**src/rtl/rotary_decoder.sv**
```systemverilog
`default_nettype none
// +--------------------------------------------------------------------------+
// | rotary_decoder: quadrature encoder sync, debounce and detent decoder.     |
// | Optional illegal-transition strobe err_o under ROTARY_DECODER_ERR_EN.     |
// | Revision: 1.0                                                             |
// +--------------------------------------------------------------------------+
module rotary_decoder #(
  parameter int CLOCK_FREQ_MHZ = 100,
  parameter int DELAY_IN_US    = 1
) (
  input  logic clk_i,
  input  logic rst_i,
  input  logic a_i,
  input  logic b_i,
  output logic right_o,
  output logic left_o,
  output logic a_filt_o,
`ifdef ROTARY_DECODER_ERR_EN
  output logic b_filt_o,
  output logic err_o
`else
  output logic b_filt_o
`endif
);

  localparam int N  = CLOCK_FREQ_MHZ * DELAY_IN_US;
  localparam int CW = $clog2(N);
  localparam logic [CW-1:0] C_CNT_MAX = CW'(N - 1);

  typedef enum logic [2:0] {
    IDLE = 3'd0,
    R1   = 3'd1,
    R2   = 3'd2,
    R3   = 3'd3,
    L1   = 3'd4,
    L2   = 3'd5,
    L3   = 3'd6
  } state_t;

  // Bit 1 carries contact A, bit 0 carries contact B.
  logic [1:0] raw;
  logic [1:0] sync1_q, sync2_q;
  logic [1:0] filt_q;

  assign raw = {a_i, b_i};

  always_ff @(posedge clk_i or posedge rst_i) begin
    if (rst_i) begin
      sync1_q <= 2'b11;
      sync2_q <= 2'b11;
    end else begin
      sync1_q <= raw;
      sync2_q <= sync1_q;
    end
  end

  for (genvar g = 0; g < 2; g++) begin : g_deb
    logic [CW-1:0] cnt_q, cnt_d;
    logic          filt_d;

    // Any cycle of agreement restarts the stability window.
    always_comb begin
      cnt_d  = '0;
      filt_d = filt_q[g];
      if (sync2_q[g] != filt_q[g]) begin
        if (cnt_q == C_CNT_MAX) begin
          filt_d = sync2_q[g];
        end else begin
          cnt_d = cnt_q + 1'b1;
        end
      end
    end

    always_ff @(posedge clk_i or posedge rst_i) begin
      if (rst_i) begin
        cnt_q     <= '0;
        filt_q[g] <= 1'b1;
      end else begin
        cnt_q     <= cnt_d;
        filt_q[g] <= filt_d;
      end
    end
  end

  state_t state_q, state_d;
  logic   right_q, right_d;
  logic   left_q,  left_d;
  logic   bad;

  always_comb begin
    state_d = state_q;
    right_d = 1'b0;
    left_d  = 1'b0;
    bad     = 1'b0;
    unique case (state_q)
      IDLE: case (filt_q)
        2'b01:   state_d = R1;
        2'b10:   state_d = L1;
        2'b00:   bad = 1'b1;
        default: ;
      endcase
      R1: case (filt_q)
        2'b00:   state_d = R2;
        2'b11:   state_d = IDLE;
        default: ;
      endcase
      R2: case (filt_q)
        2'b10:   state_d = R3;
        2'b01:   state_d = R1;
        2'b11:   bad = 1'b1;
        default: ;
      endcase
      R3: case (filt_q)
        2'b11: begin
          state_d = IDLE;
          right_d = 1'b1;
        end
        2'b00:   state_d = R2;
        2'b01:   bad = 1'b1;
        default: ;
      endcase
      L1: case (filt_q)
        2'b00:   state_d = L2;
        2'b11:   state_d = IDLE;
        default: ;
      endcase
      L2: case (filt_q)
        2'b01:   state_d = L3;
        2'b10:   state_d = L1;
        2'b11:   bad = 1'b1;
        default: ;
      endcase
      L3: case (filt_q)
        2'b11: begin
          state_d = IDLE;
          left_d  = 1'b1;
        end
        2'b00:   state_d = L2;
        2'b10:   bad = 1'b1;
        default: ;
      endcase
      default: state_d = IDLE;
    endcase
    if (bad) state_d = IDLE;
  end

  always_ff @(posedge clk_i or posedge rst_i) begin
    if (rst_i) begin
      state_q <= IDLE;
      right_q <= 1'b0;
      left_q  <= 1'b0;
    end else begin
      state_q <= state_d;
      right_q <= right_d;
      left_q  <= left_d;
    end
  end

`ifdef ROTARY_DECODER_ERR_EN
  logic err_q;

  always_ff @(posedge clk_i or posedge rst_i) begin
    if (rst_i) err_q <= 1'b0;
    else       err_q <= bad;
  end

  assign err_o = err_q;
`endif

  assign right_o  = right_q;
  assign left_o   = left_q;
  assign a_filt_o = filt_q[1];
  assign b_filt_o = filt_q[0];

endmodule
`default_nettype wire

```
**config.mk**
```make
export PLATFORM = sky130hd
export DESIGN_NAME = rotary_decoder
export DESIGN_NICKNAME = d
export VERILOG_FILES = /design/src/rtl/rotary_decoder.sv
export SDC_FILE = /design/constraint.sdc
export NUM_CORES = 1
export LEC_CHECK = 0
export ABC_AREA = 1
export CORE_ASPECT_RATIO = 1.5
export CORE_MARGIN = 2
export CORE_UTILIZATION = 45
export CTS_BUF_LIST = sky130_fd_sc_hd__clkbuf_16
export DETAILED_ROUTE_END_ITERATION = 10
export SYNTH_ARGS = -nofsm -noshare
export SYNTH_HDL_FRONTEND = slang
export SYNTH_SLANG_ARGS = --single-unit
```
**constraint.sdc**
```tcl
create_clock -name clk_i -period 3.1 [get_ports clk_i]
set_input_delay 0.62 -clock clk_i [delete_from_list [all_inputs] [get_ports clk_i]]
set_output_delay 0.62 -clock clk_i [all_outputs]
set_load 0.005 [all_outputs]
```
Yosys cells after proc, flatten, opt, wreduce, memory -nomap -nowiden
Index checks and enable logic that the tools add are counted.

storage, ports and cells
  input port bits = 4
  bits in registers = 25
  logic and storage cells = 55

operators by class
  multiplexer cells = 18
  $add $sub $neg = 2
  reductions and logical operators = 8
  equal/unequal tests = 18

operators by type and width
  kind                 count
  $pmux 3 s2           5
  $mux 7               4
  $pmux 3 s5           1
  $add 7x1->7 const B  2
  $eq 7x7->1 const B   2
  $eq 3x3->1 const B   3
  $ne 4x1->1 const B   2
  $ne 4x4->1 const B   2
  $eq 3x2->1 const B   2
  $mux 1               6
  $reduce_or 2->1      3
  $reduce_and 5->1     1
  $eq 2x2->1 const B   2
  $ne 4x3->1 const B   1
  $pmux 1 s4           1
  $reduce_and 2->1     2
  $eq 3x1->1 const B   1
  $logic_not 3->1      1
  $mux 3               1
  $eq 2x1->1 const B   1
  $logic_not 2->1      1
  $ne 1x1->1           2

Longest topological paths before layout
Gate-level depths: netlist of the first run.

  word-level depth = 5
  depth in mapped cells = 9
  mapped depth without buffers = 9

Worst setup path before layout of the first run
No wires, ideal clock.

  path kind = register to register
  start point = register filt_q[1] (netlist: a_filt_o)
  end point = register state_q[0]
  library setup time = 0.118 ns
  arrival = 1.333 ns
  required time = 2.982 ns
  slack = 1.649 ns
  stages on the path, launching flop included = 9
  period minus slack after synthesis = 1.451 ns
  cell sequence = dfstp_2 -> inv_1 -> ha_1 -> inv_1 -> nand2_1 -> nand2_2 -> nand2_2 -> nor2_1 -> nor2_2

between the ends
  cells in the longest elaborated chain, start to end = 5
  elaborated cells between the ends (all ways) = 19
  those cells by class = 8 x eq/ne; 9 x mux; 2 x reduce/logical

ends and longest elaborated chain
  item                                          line  RTL
  start, declared                               43    logic [1:0] filt_q;
  start signal, assigned by index               80    filt_q[g] <= filt_d;
  $eq 2x2->1 (tied with other cells)            --
  $mux 1 (on tied branches)                     --
  $pmux 1 s4                                    95    unique case (state_q)
  $ne 4x4->1 (no line) (tied with other cells)  --
  $reduce_and 5->1 (no line)                    --
  end signal, assigned                          153   state_q <= state_d;
  end, declared                                 85    state_t state_q, state_d;

Parallel ways exist; a longest one is shown, timed or not. The select of a mux whose other input is x is not followed.
A chain may end at the register's enable or synchronous reset.

Worst setup path in the final report of the first run
  start point = register filt_q[1] (netlist: a_filt_o)
  end point = output port a_filt_o

RTL lines
  item           line  RTL
  end, declared  17    output logic a_filt_o,

No word-level cell between the ends.

==> impl_metrics.tcl, run 1 <==
set metrics [dict create \
    coreArea_um2 2680 \
    cts_tree "yes" \
    crit_cells 1 \
    via_per_inst 4.99 \
    final_core_util_pct 54.6 \
    grt_pass1_wl_um 4100 \
    peakVddDrop_mv 0.637 \
    h-tree-depth 1 \
    grt_usage_pct 17.0 \
    initial_core_util_pct 47.7 \
    fin_area_um2 1460 \
    ctsLongestPathBuffers 2 \
    dr.pass1.iters 4 \
    fillerInstances 262 \
    cts_resized 0 \
    num_vias 978 \
    status "finished, final reports clean" \
    yosysWarnings 0 \
    die-width_um 47.5 \
    avgSynthCellArea_um2 8.57 \
    met1Wirelength_um 898 \
    grt_max_degree 26 \
    endpoint "a_filt_o" \
    drc 0 \
    ys_seq_area_share_pct 49.6 \
    postCtsHoldBufs 0 \
    finalWeightedCongestion 0.774 \
    dp_hpwl_um 1700 \
    place_ws_ps 1310 \
    io_pins 8 \
    clk_pin_slew_ps 60 \
    max_cap_violations 0 \
    synth_cell_types 22 \
    root_buffer "clkbuf_16" \
    final.setup.worst_slack_ps 1140 \
    hold_viol 0 \
    relSlewSlack_pct 39.7 \
    layout_worst_path_cycle_share_pct 63.3 \
    startpoint_type "flip-flop" \
    final_cell_mix "nand2_1, nor2_1, inv_1, dfrtp_1, nand3_1" \
    cp_slowest_cell "dfstp_2" \
    placed_area_um2 1380 \
    tightest_slew_ps 903 \
    drive_gt1_share_pct 11.9 \
    grt_pass1_vias 973 \
    antenna_found_initial 0 \
    drtAntennaViolNets 0 \
    required_ps 2480 \
    area_growth_pct 14.4 \
    fmax_mhz 510 \
    row_count 23 \
    final_max_slew_viol_count 0 \
    die_y_um 69.3 \
    yosysTopAreaCell "dfrtp_1" \
    r2r_slack_ps 1520 \
    syn-num-nets 159 \
    fin_crit_ps 1960 \
    fin_nets 170 \
    cp-end-kind "output pin" \
    max_stage_delay_ps 580 \
    synth_cells 149 \
    skew_ps 1.31 \
    power_density_nw_per_um2 444 \
    ys_ff_latch 25 \
    rr_startpoint "a_filt_o$_DFFE_PP1P_" \
    critPathTopFamily "flip-flops" \
    hold_class "flip-flop to flip-flop" \
    fin_tns_setup_ps 0 \
    wl_um 2240 \
    antenna_cells 0 \
    path_max_fanout 5 \
    setup_viol 0 \
    routedWlPerCell_um 11.4 \
    globalRoute.totalOverflow 0 \
    leakagePower_nw 0.693 \
    clk_latency_ps 260 \
    synth_top_area_share_pct 37.2 \
    syn_area_um2 1280 \
    wl_met2_um 1240 \
    crit_type "flip-flop to output pin" \
    cts_sinks 25 \
    numCtsBuffers 3 \
    top_layer_used "met4" \
    post_cts_buffers 0 \
    wl_met3_um 51 \
    crit_chain "clkdlybuf4s50_1" \
    synth_area_leaders "dfrtp_1, dfstp_2, nand2_1" \
    reg2reg_depth 8 \
    io_buffers 7 \
    critPathBufInv 1 \
    drt_first_iter_violations 35 \
    arrival_ps 1340 \
    crit_start "a_filt_o$_DFFE_PP1P_" \
    rsz0062_at_grt "no" \
    r2r_end "state_q[1]$_DFFE_PP0P_" \
    die_area_um2 3290 \
]
## how the worst min path moves through the flow
stage	startpoint	to	cells past startpoint
floorplan	sync1_q[0]$_DFF_PP1_	sync2_q[0]$_DFF_PP1_	0
global placement	sync1_q[1]$_DFF_PP1_	sync2_q[1]$_DFF_PP1_	0
detailed placement	sync1_q[0]$_DFF_PP1_	sync2_q[0]$_DFF_PP1_	0
CTS	sync1_q[0]$_DFF_PP1_	sync2_q[0]$_DFF_PP1_	0
global route	sync1_q[1]$_DFF_PP1_	sync2_q[1]$_DFF_PP1_	0
finish	sync1_q[1]$_DFF_PP1_	sync2_q[1]$_DFF_PP1_	0
## power breakdown
| part | switching (W) | internal (W) | leakage [nW] | total (W) |
|---|---|---|---|---|
| logic | 0.0000156 | 0.0000105 | 0.327 | 0.0000260 |
| clock network | 0.000105 | 0.000172 | 0.0423 | 0.000277 |
| registers | 0.00000750 | 0.000338 | 0.323 | 0.000345 |
| total | 0.000128 | 0.000520 | 0.693 | 0.000649 |
## cell families (layout without fill, tap and decap cells)
kind of cell,Yosys count,in the layout,share of synthesized area (%)
DFF,25,25,49.6
AOI/OAI and AO/OA,9,9,3.53
adders and majority gates,6,6,5.88
and+or+nand+nor,81,81,29.5
buffers and inverters,21,31,6.76
xor gates and xnor gates,7,7,4.80
## cell type report
class | instances | area [µm²] | area share, %
well taps | 37 | 46.3 | 3.17
inverters | 20 | 75.1 | 5.14
clock inverters | 1 | 3.75 | 0.257
clock buffers | 3 | 75.1 | 5.14
multi-input cells | 103 | 558 | 38.2
flip-flops and latches | 25 | 633 | 43.3
repair buffers | 7 | 70.1 | 4.79
## stage by stage
| step | cells | power [W] | hold WS [ps] |
|---|---|---|---|
| finish | 196 | 0.000649 | 355 |
| detailed placement | 192 | 0.000377 | 347 |
| CTS | 196 | 0.000658 | 356 |
| global route | 196 | 0.000675 | 359 |
| floorplan | 149 | 0.000368 | 345 |
| global placement | 192 | 0.000377 | 349 |
## sequential cells by signal (all words and copies together), names as in the netlist
name and cells:
state_q 3, sync2_q 2, left_o 1, sync1_q 2, g_deb.cnt_q 14, a_filt_o 1
right_o 1, b_filt_o 1
## layer usage
layer	up-vias	track usage (%)
met5	-	0
met2	12	28.2
met4	0	8.64
li1	494	-
met1	468	19.5
met3	4	3.13
## synth_stat cells (all sizes together)
| library cell | n |
|---|---|
| buf | 1 |
| nor2 | 28 |
| and3 | 1 |
| dfrtp | 19 |
| nor3b | 1 |
| o21ai | 2 |
| nor3 | 6 |
| nand3 | 12 |
| nand2 | 27 |
| xnor2 | 2 |
| xor2 | 5 |
| dfstp | 6 |
| inv | 20 |
| nand4 | 5 |
| nand3b | 1 |
| ha | 6 |
| a21oi | 7 |
Power figures use the tool's default switching activity.
==> run 2, diff against run 1 <==
==> constraint.sdc (replaced) <==
create_clock -name clk_i -period 2 [get_ports clk_i]
set_input_delay 0.4 -clock clk_i [delete_from_list [all_inputs] [get_ports clk_i]]
set_output_delay 0.4 -clock clk_i [all_outputs]
set_load 0.005 [all_outputs]
==> run 2 against run 1 <==
Sequential power grew 55%; non-clock buffer count up 1; hold slack hardly changed; clock power grew 55%; highest routed layer unchanged.
==> impl_metrics.tcl, run 2 (synthesis gave the netlist of run 1 again) <==
set metrics [dict create \
    cts_resized 0 \
    clkPwrFrac_pct 42.6 \
    globalRoute.totalOverflow 0 \
    drive_gt1_share_pct 12.5 \
    numCtsBuffers 3 \
    tightest_slew_ps 329 \
    relSlewSlack_pct 78.1 \
    crit_type "flip-flop to output pin" \
    power_density_nw_per_um2 686 \
    post_cts_buffers 0 \
    top_regs "g_deb.cnt_q: 14 flops, state_q: 3 flops" \
    dr.pass1.iters 4 \
    fin_area_um2 1470 \
    die_area_um2 3290 \
    drc 0 \
    initial_core_util_pct 47.7 \
    wl_um 2310 \
    routedWlPerCell_um 11.7 \
    max_stage_delay_ps 570 \
    postCtsHoldBufs 0 \
    finalWeightedCongestion 0.797 \
    grt_max_degree 26 \
    final_max_slew_viol_count 0 \
    cp-end-kind "output pin" \
    largest_reg_flops 14 \
    r2r_slack_ps 460 \
    power_w 0.00101 \
    clk_pin_slew_ps 60 \
    via_per_inst 4.94 \
    dp_hpwl_um 1770 \
    seqPwrFrac_pct 53.2 \
    clk_latency_ps 250 \
    h-tree-depth 1 \
    path_max_fanout 5 \
    die_y_um 69.3 \
    root_buffer "clkbuf_16" \
    io_buffers 7 \
    antenna_cells 0 \
    rr_startpoint "a_filt_o$_DFFE_PP1P_" \
    holdCritStartpoint "sync1_q[0]$_DFF_PP1_" \
    io_pins 8 \
    peakVddDrop_mv 0.476 \
    hold_depth 0 \
    whs_endpoint "sync2_q[0]$_DFF_PP1_" \
    coreArea_um2 2680 \
    antenna_found_initial 0 \
    hold_class "flip-flop to flip-flop" \
    stdcell_count 197 \
    sw_frac_of_total_pct 19.8 \
    fmax_mhz 567 \
    hold_slack_ps 355 \
    leakagePower_nw 0.698 \
    cp_slowest_cell "dfstp_2" \
    area_growth_pct 15.0 \
    power.switching_w 0.000199 \
    grt_pass1_wl_um 4130 \
    drtAntennaViolNets 0 \
    layout_worst_path_cycle_share_pct 88.1 \
    p_comb_share_pct 4.3 \
    rsz0062_at_grt "no" \
    startpoint_type "flip-flop" \
    skew_ps 1.17 \
    cts_tree "yes" \
    reg2reg_depth 8 \
    setup_viol 0 \
    drt_first_iter_violations 11 \
    arrival_ps 1360 \
    max_cap_violations 0 \
    crit_chain "clkdlybuf4s50_1" \
    dp_cells 193 \
    regMostFlops "g_deb.cnt_q" \
    ctsLongestPathBuffers 2 \
    grt_usage_pct 17.0 \
    r2r_end "state_q[0]$_DFFE_PP0P_" \
    placed_area_um2 1390 \
    fin_crit_ps 1760 \
    die-width_um 47.5 \
    fin_tns_setup_ps 0 \
    hold_viol 0 \
    critPathTopFamily "flip-flops" \
    cts_sinks 25 \
    critPathBufInv 1 \
    grt_pass1_vias 928 \
    status "finished, final reports clean" \
    final_cell_mix "nand2_1, nor2_1, inv_1, dfrtp_1, nand3_1" \
    required_ps 1600 \
    fin_nets 171 \
    p_int_w 0.000808 \
    row_count 23 \
    num_vias 974 \
]
==> run 2: cell types whose count changed in the layout (fill, tap and decap cells not counted), sizes merged <==
| cell | change |
|---|---|
| buf | +1 |
==> run 2: per-layer routing <==
layer	track usage (%)	vias up	share of wire, %
li1	-	496	-
met1	21.1	462	44
met2	27.6	11	51
met3	2.60	5	2.4
met4	7.41	0	2.1
met5	0	-	0
==> run 2: power by group through the flow <==
stage               combinational [W]  sequential (W)  clock [W]
floorplan                   0.0000292        0.000541          0
global placement            0.0000425        0.000543          0
CTS                         0.0000438        0.000535   0.000442
detailed placement          0.0000437        0.000544          0
finish                      0.0000429        0.000536   0.000429
global route                0.0000511        0.000537   0.000459
==> run 2: worst max-delay path by stage <==
stage	from	end	slack (ps)	depth (start not counted)
finish	b_filt_o$_DFFE_PP1P_	b_filt_o	240	1
floorplan	a_filt_o$_DFFE_PP1P_	state_q[0]$_DFFE_PP0P_	550	8
CTS	a_filt_o$_DFFE_PP1P_	a_filt_o	240	1
global route	b_filt_o$_DFFE_PP1P_	b_filt_o	190	1
global placement	a_filt_o$_DFFE_PP1P_	state_q[1]$_DFFE_PP0P_	510	8
detailed placement	a_filt_o$_DFFE_PP1P_	state_q[0]$_DFFE_PP0P_	460	8
==> run 2: final cells by class <==
type	instances	area, µm²
Fill cell	269	1210
Sequential cell	25	633
Multi-Input combinational cell	103	558
Timing Repair Buffer	8	77.6
Clock buffer	3	75.1
Inverter	20	75.1
Tap cell	37	46.3
Clock inverter	1	3.75
==> run 2: metrics by stage <==
step | util [%] | worst slack (ps)
2_1_floorplan | - | 549
3_3_place_gp | 51.9 | 511
3_5_place_dp | 51.9 | 458
4_1_cts | 54.9 | 235
5_1_grt | 54.9 | 188
6_report | 54.9 | 238
